[src/rtl/policy_scheduler_pkg.sv]
`default_nettype none
// ============================================================================
//  Module      : policy_scheduler_pkg
//  Description : Shared constants and state encoding for the policy scheduler.
//  Revision    : 1.0 - initial release
// ============================================================================
package policy_scheduler_pkg;

    localparam int              WORD_WIDTH = 16;
    localparam logic [15:0]     OPBASE     = 16'h0600;
    localparam logic [15:0]     NO_HOP     = 16'd100;
    localparam logic [15:0]     EPS_RESET  = 16'd15;
    localparam logic [7:0]      WD_LIMIT   = 8'd255;
    localparam logic [2:0]      FETCH_LAST = 3'd4;

    typedef enum logic [7:0] {
        ST_IDLE   = 8'd0,
        ST_FETCH  = 8'd1,
        ST_PRST   = 8'd2,
        ST_RUN    = 8'd3,
        ST_UPDATE = 8'd4,
        ST_DONE   = 8'd5
    } state_t;

    // Epsilon decay that never wraps below zero.
    function automatic logic [WORD_WIDTH-1:0] eps_decay(
        input logic [WORD_WIDTH-1:0] eps,
        input logic [WORD_WIDTH-1:0] step
    );
        return (eps < step) ? '0 : (eps - step);
    endfunction

endpackage
`default_nettype wire

[src/rtl/policy_scheduler.sv]
`default_nettype none
// ============================================================================
//  Module      : policy_scheduler
//  Description : Fetches policy operands, runs an external policy block under
//                a watchdog, and records its decision with epsilon decay.
//  Revision    : 1.0 - initial release
// ============================================================================
module policy_scheduler
    import policy_scheduler_pkg::*;
(
    input  logic                  clock,
    input  logic                  nreset,
    input  logic                  start,
    input  logic                  eps_load,
    input  logic [WORD_WIDTH-1:0] epsilon_init,
    input  logic [WORD_WIDTH-1:0] epsilon_step,
    input  logic [WORD_WIDTH-1:0] data_in,
    output logic [WORD_WIDTH-1:0] address,
    input  logic [WORD_WIDTH-1:0] wp_address,
    output logic                  wp_nreset,
    output logic                  wp_start,
    input  logic                  wp_done,
    input  logic [WORD_WIDTH-1:0] wp_nexthop,
    output logic [WORD_WIDTH-1:0] op_mybest,
    output logic [WORD_WIDTH-1:0] op_besthop,
    output logic [WORD_WIDTH-1:0] op_bestvalue,
    output logic [WORD_WIDTH-1:0] op_bestneighborID,
    output logic [WORD_WIDTH-1:0] epsilon,
    output logic [WORD_WIDTH-1:0] nexthop,
    output logic                  done,
    output logic                  busy,
    output logic                  timeout_err,
    output logic [7:0]            cstate
);

    state_t                  r_state;
    state_t                  w_next;
    logic [2:0]              r_k;
    logic [7:0]              r_wd;
    logic [WORD_WIDTH-1:0]   r_addr_hold;
    logic [WORD_WIDTH-1:0]   r_mybest;
    logic [WORD_WIDTH-1:0]   r_besthop;
    logic [WORD_WIDTH-1:0]   r_bestvalue;
    logic [WORD_WIDTH-1:0]   r_bestnbr;
    logic [WORD_WIDTH-1:0]   r_eps;
    logic [WORD_WIDTH-1:0]   r_nexthop;
    logic [WORD_WIDTH-1:0]   r_hop_cap;
    logic                    r_run_ok;
    logic                    r_timeout;
    logic                    r_done;
    logic                    r_busy;
    logic                    r_wp_start;
    logic                    r_wp_nreset;
    logic [WORD_WIDTH-1:0]   w_fetch_addr;
    logic                    w_fetch_issue;

    assign w_fetch_addr  = OPBASE + {12'd0, r_k, 1'b0};
    assign w_fetch_issue = (r_state == ST_FETCH) && (r_k < FETCH_LAST);

    always_ff @(posedge clock or negedge nreset) begin
        if (!nreset) begin
            r_state <= ST_IDLE;
        end else begin
            r_state <= w_next;
        end
    end

    always_comb begin
        w_next = r_state;
        case (r_state)
            ST_IDLE: begin
                // A simultaneous load request takes priority and drops start.
                if (eps_load) begin
                    w_next = ST_IDLE;
                end else if (start) begin
                    w_next = ST_FETCH;
                end
            end
            ST_FETCH: begin
                if (r_k == FETCH_LAST) begin
                    w_next = ST_PRST;
                end
            end
            ST_PRST: begin
                w_next = ST_RUN;
            end
            ST_RUN: begin
                if (wp_done || (r_wd == (WD_LIMIT - 8'd1))) begin
                    w_next = ST_UPDATE;
                end
            end
            ST_UPDATE: begin
                w_next = ST_DONE;
            end
            ST_DONE: begin
                w_next = ST_IDLE;
            end
            default: begin
                w_next = ST_IDLE;
            end
        endcase
    end

    // Status outputs are registered from the next state so they align with it.
    always_ff @(posedge clock or negedge nreset) begin
        if (!nreset) begin
            r_done      <= 1'b0;
            r_busy      <= 1'b0;
            r_wp_start  <= 1'b0;
            r_wp_nreset <= 1'b0;
        end else begin
            r_done      <= (w_next == ST_DONE);
            r_busy      <= (w_next != ST_IDLE);
            r_wp_start  <= (w_next == ST_RUN);
            r_wp_nreset <= (w_next != ST_PRST);
        end
    end

    always_ff @(posedge clock or negedge nreset) begin
        if (!nreset) begin
            r_k         <= '0;
            r_wd        <= '0;
            r_addr_hold <= '0;
            r_mybest    <= '0;
            r_besthop   <= '0;
            r_bestvalue <= '0;
            r_bestnbr   <= '0;
            r_eps       <= EPS_RESET;
            r_nexthop   <= NO_HOP;
            r_hop_cap   <= '0;
            r_run_ok    <= 1'b0;
            r_timeout   <= 1'b0;
        end else begin
            case (r_state)
                ST_IDLE: begin
                    r_k <= '0;
                    if (eps_load) begin
                        r_eps <= epsilon_init;
                    end
                end
                ST_FETCH: begin
                    if (w_fetch_issue) begin
                        r_addr_hold <= w_fetch_addr;
                    end
                    // Read data trails the address by one cycle.
                    case (r_k)
                        3'd1:    r_mybest    <= data_in;
                        3'd2:    r_besthop   <= data_in;
                        3'd3:    r_bestvalue <= data_in;
                        3'd4:    r_bestnbr   <= data_in;
                        default: ;
                    endcase
                    r_k <= r_k + 3'd1;
                end
                ST_PRST: begin
                    r_k  <= '0;
                    r_wd <= '0;
                end
                ST_RUN: begin
                    r_wd      <= r_wd + 8'd1;
                    r_run_ok  <= wp_done;
                    r_hop_cap <= wp_nexthop;
                end
                ST_UPDATE: begin
                    if (r_run_ok) begin
                        r_nexthop <= r_hop_cap;
                        r_timeout <= 1'b0;
                        r_eps     <= eps_decay(r_eps, epsilon_step);
                    end else begin
                        r_nexthop <= NO_HOP;
                        r_timeout <= 1'b1;
                    end
                end
                default: ;
            endcase
        end
    end

    always_comb begin
        address = r_addr_hold;
        if (r_state == ST_RUN) begin
            address = wp_address;
        end else if (w_fetch_issue) begin
            address = w_fetch_addr;
        end
    end

    assign wp_nreset         = r_wp_nreset;
    assign wp_start          = r_wp_start;
    assign op_mybest         = r_mybest;
    assign op_besthop        = r_besthop;
    assign op_bestvalue      = r_bestvalue;
    assign op_bestneighborID = r_bestnbr;
    assign epsilon           = r_eps;
    assign nexthop           = r_nexthop;
    assign done              = r_done;
    assign busy              = r_busy;
    assign timeout_err       = r_timeout;
    assign cstate            = r_state;

endmodule
`default_nettype wire

[config.mk]
export PLATFORM = sky130hd
export DESIGN_NAME = policy_scheduler
export DESIGN_NICKNAME = d
export VERILOG_FILES = /design/src/rtl/policy_scheduler_pkg.sv /design/src/rtl/policy_scheduler.sv
export SDC_FILE = /design/constraint.sdc
export NUM_CORES = 1
export LEC_CHECK = 0
export ABC_CLOCK_PERIOD_IN_PS = 6200
export CORE_UTILIZATION = 51
export DETAILED_ROUTE_END_ITERATION = 10
export PLACE_DENSITY = 0.85
export SETUP_SLACK_MARGIN = 0.1
export SLEW_MARGIN = 10
export SYNTH_ARGS = -nofsm -noshare
export SYNTH_HDL_FRONTEND = slang
export SYNTH_SLANG_ARGS = --single-unit
[constraint.sdc]
create_clock -name clock -period 6.2 [get_ports clock]
set_clock_uncertainty 0.05 [all_clocks]
set_input_delay 1.86 -clock clock [delete_from_list [all_inputs] [get_ports clock]]
set_output_delay 1.86 -clock clock [all_outputs]
set_load 0.005 [all_outputs]
==> qor.txt <==
status = complete, no violations
Antenna Violating Nets Remaining = 0
setup ws final = 0.490 ns
TritonCTS clock tree = done
Net count, final = 953
share of layout cells above drive strength 1 = 15.7%
Seq cells post-synth = 153
Worst path slowest cell = nand2_1
WP data required = 4.29 ns
Slew Limit Fails = 0
setup violators final = 0
cts hold-fix bufs = 0
clk_lat worst skew = 0.42 ns
via count = 5,608
slew margin rel. = 17.6%
WL per Instance = 17.6 um
fmax = 175 MHz
Clock Tree Buf Depth = 2
Reg2Reg Launch Point = cstate[3]
PortBufs = 209
final period utilization = 92.1%
Slowest Stage Delay on Critical Path = 0.72 ns
P&R area growth vs syn = 40.4%
Data arrival, critical path = 3.80 ns
postcts setup bufs = 0
RD Place Congestion = 0.895
RSZ-0062 raised after global routing = false
global-route wire length before repair = 29.1 mm
Post-synth EDFFs = 0
MaxCap Viol Count = 0
Die Y = 120 um
post-CTS resize count = 0
post-synthesis cell area = 7090 sq um
gr ovfl total = 0
Ys Warns = 0
DRC viols = 0
Reg clk slew, reported paths = 0.06 ns
Synth cell types = 53
Via density = 5.43
FFs w/ async S/R, synth = 100%
CORE AREA = 13,400 sq um
Mapped Cells = 637
post-route core utilization = 74.2%
drt initial violations = 419
Tmin final = 5.71 ns
Pleak = 0.00453 uW
cts bufs inserted = 17
min-delay src = r_addr_hold[10]
endpoints failing hold = 0
All-Layer GR Usage = 26.5%
worst vdd ir = 0.000195 V
row count = 42
sequential element share of the synthesized area = 54.1%
CP Class = reg2out
total detailed-routing wirelength = 18.1 mm
Main synth FF type = dfrtp_1
largest net degree at the start of global routing = 101
initial antenna violation count = 0
CP startpoint kind = register
Setup crit end kind = primary output
critical path, cell by cell = or4_4 -> nor3_1 -> and2_1 -> nand2_1 -> mux2_2 -> clkdlybuf4s50_1
# IOs = 210
root buffer cell = clkbuf_16
Avg Cell Area, Syn = 11.1 sq um
die width = 120 um
Starting Density = 52.9%
H-tree Lvls = 4
Slew @ Worst Pin = 1.23 ns
clock sinks = 153
drt pass-1 iters = 5
crit-path max FO = 35
fill count = 919
vias in the first global route = 5,702
multi-input logic area = 3030 sq um
die area = 14,400 sq um
most frequent cells in the layout = 208 x clkdlybuf4s50_1, 146 x dfrtp_1, 94 x nand2_1
Place WS = 0.914 ns
HPWL after DPL = 12.8 mm
Worst setup startpoint = cstate[3]
P per Cell Area = 265 nW/um^2
Fin Setup TNS = 0 ns
most common cell after layout, fill and taps aside = clkdlybuf4s50_1
HP Class = reg2reg
Register Area = 3840 sq um
ant diodes = 0
==> flip-flops by register name, indices dropped and copies added, names as in the netlist <==
signal	flops
epsilon	16
nexthop	16
op_besthop	16
op_bestneighborID	16
op_bestvalue	16
op_mybest	16
r_addr_hold	16
r_hop_cap	16
cstate	8
r_wd	8
r_k	3
busy	1
done	1
r_run_ok	1
timeout_err	1
wp_nreset	1
wp_start	1
==> cell type report <==
type                       count  area share, %
inverter                      34           1.28
multi-input combinational    428           30.4
tap                          176           2.21
clock inverter                11           1.70
timing repair buffer         210           21.1
clock buffer                  20           4.69
sequential                   153           38.6
==> critical path, delay by kind of cell, from the launching register on <==
kind | cells | cell delay [ns]
buffers and inverters | 1 | 0.46
AND/OR/NAND/NOR | 4 | 1.93
multiplexers | 1 | 0.57
flip-flops | 1 | 0.40
==> metal layers <==
metal  track usage [%]  part of all wire, %
met5                 0                    0
met4              10.2                  2.0
met3              6.08                  6.5
met2              45.5                   51
met1              32.4                   40
==> path summary, 6_finish.rpt <==
path                                   endpoint  slack (ns)  depth (start not counted)
worst min register to register  r_addr_hold[10]        0.42                          1
worst max register to register      epsilon[10]        2.37                          7
worst max-delay path                 address[6]        0.49                          6
max in group asynchronous               r_wd[5]        3.38                          2
min in group asynchronous            epsilon[4]        1.47                          1
worst min-delay path            r_addr_hold[10]        0.42                          1
==> power by group <==
| group | total, uW | switching (uW) | leakage, uW | internal [uW] |
|---|---|---|---|---|
| clock | 1110 | 406 | 0.000301 | 703 |
| combinational | 445 | 202 | 0.00238 | 244 |
| sequential | 1080 | 34.1 | 0.00184 | 1050 |
==> cell families (layout without fill, tap and decap cells) <==
kind of cell               after synthesis  in the layout  share of synthesized area, %
other                                    1              5                        0.0529
AOI/OAI and AO/OA                      111            111                          9.53
xor gates and xnor gates                12             12                          1.48
DFF                                    153            153                          54.1
adders and majority gates               24             24                          4.34
and+or+nand+nor                        193            193                          12.8
muxes                                   83             83                          14.2
buffers and inverters                   60            275                          3.41
==> Yosys cell counts, types with 8 or more instances <==
cell | number | area [sq um]
a21oi_1 | 34 | 170
clkbuf_1 | 21 | 78.8
mux2_4 | 20 | 300
nand2_1 | 94 | 353
nor2_1 | 26 | 97.6
a22oi_1 | 9 | 67.6
xnor2_1 | 8 | 70.1
ha_1 | 23 | 288
and2_1 | 14 | 87.6
a31oi_1 | 9 | 56.3
inv_1 | 32 | 120
o21ai_0 | 29 | 145
mux2_2 | 62 | 698
nand3_1 | 28 | 140
dfrtp_1 | 146 | 3650
==> per-stage QoR <==
stage          area, sq um  hold WS [ns]  cells  power [uW]
4_1_cts               9950         0.423   1032        2650
5_1_grt               9950         0.439   1032        2740
6_report              9950         0.420   1032        2640
2_1_floorplan         7100         0.375    641        1320
3_3_place_gp          9310         0.402   1001        1520
3_5_place_dp          9310         0.407   1001        1540
(Power assumes the default switching activity.)
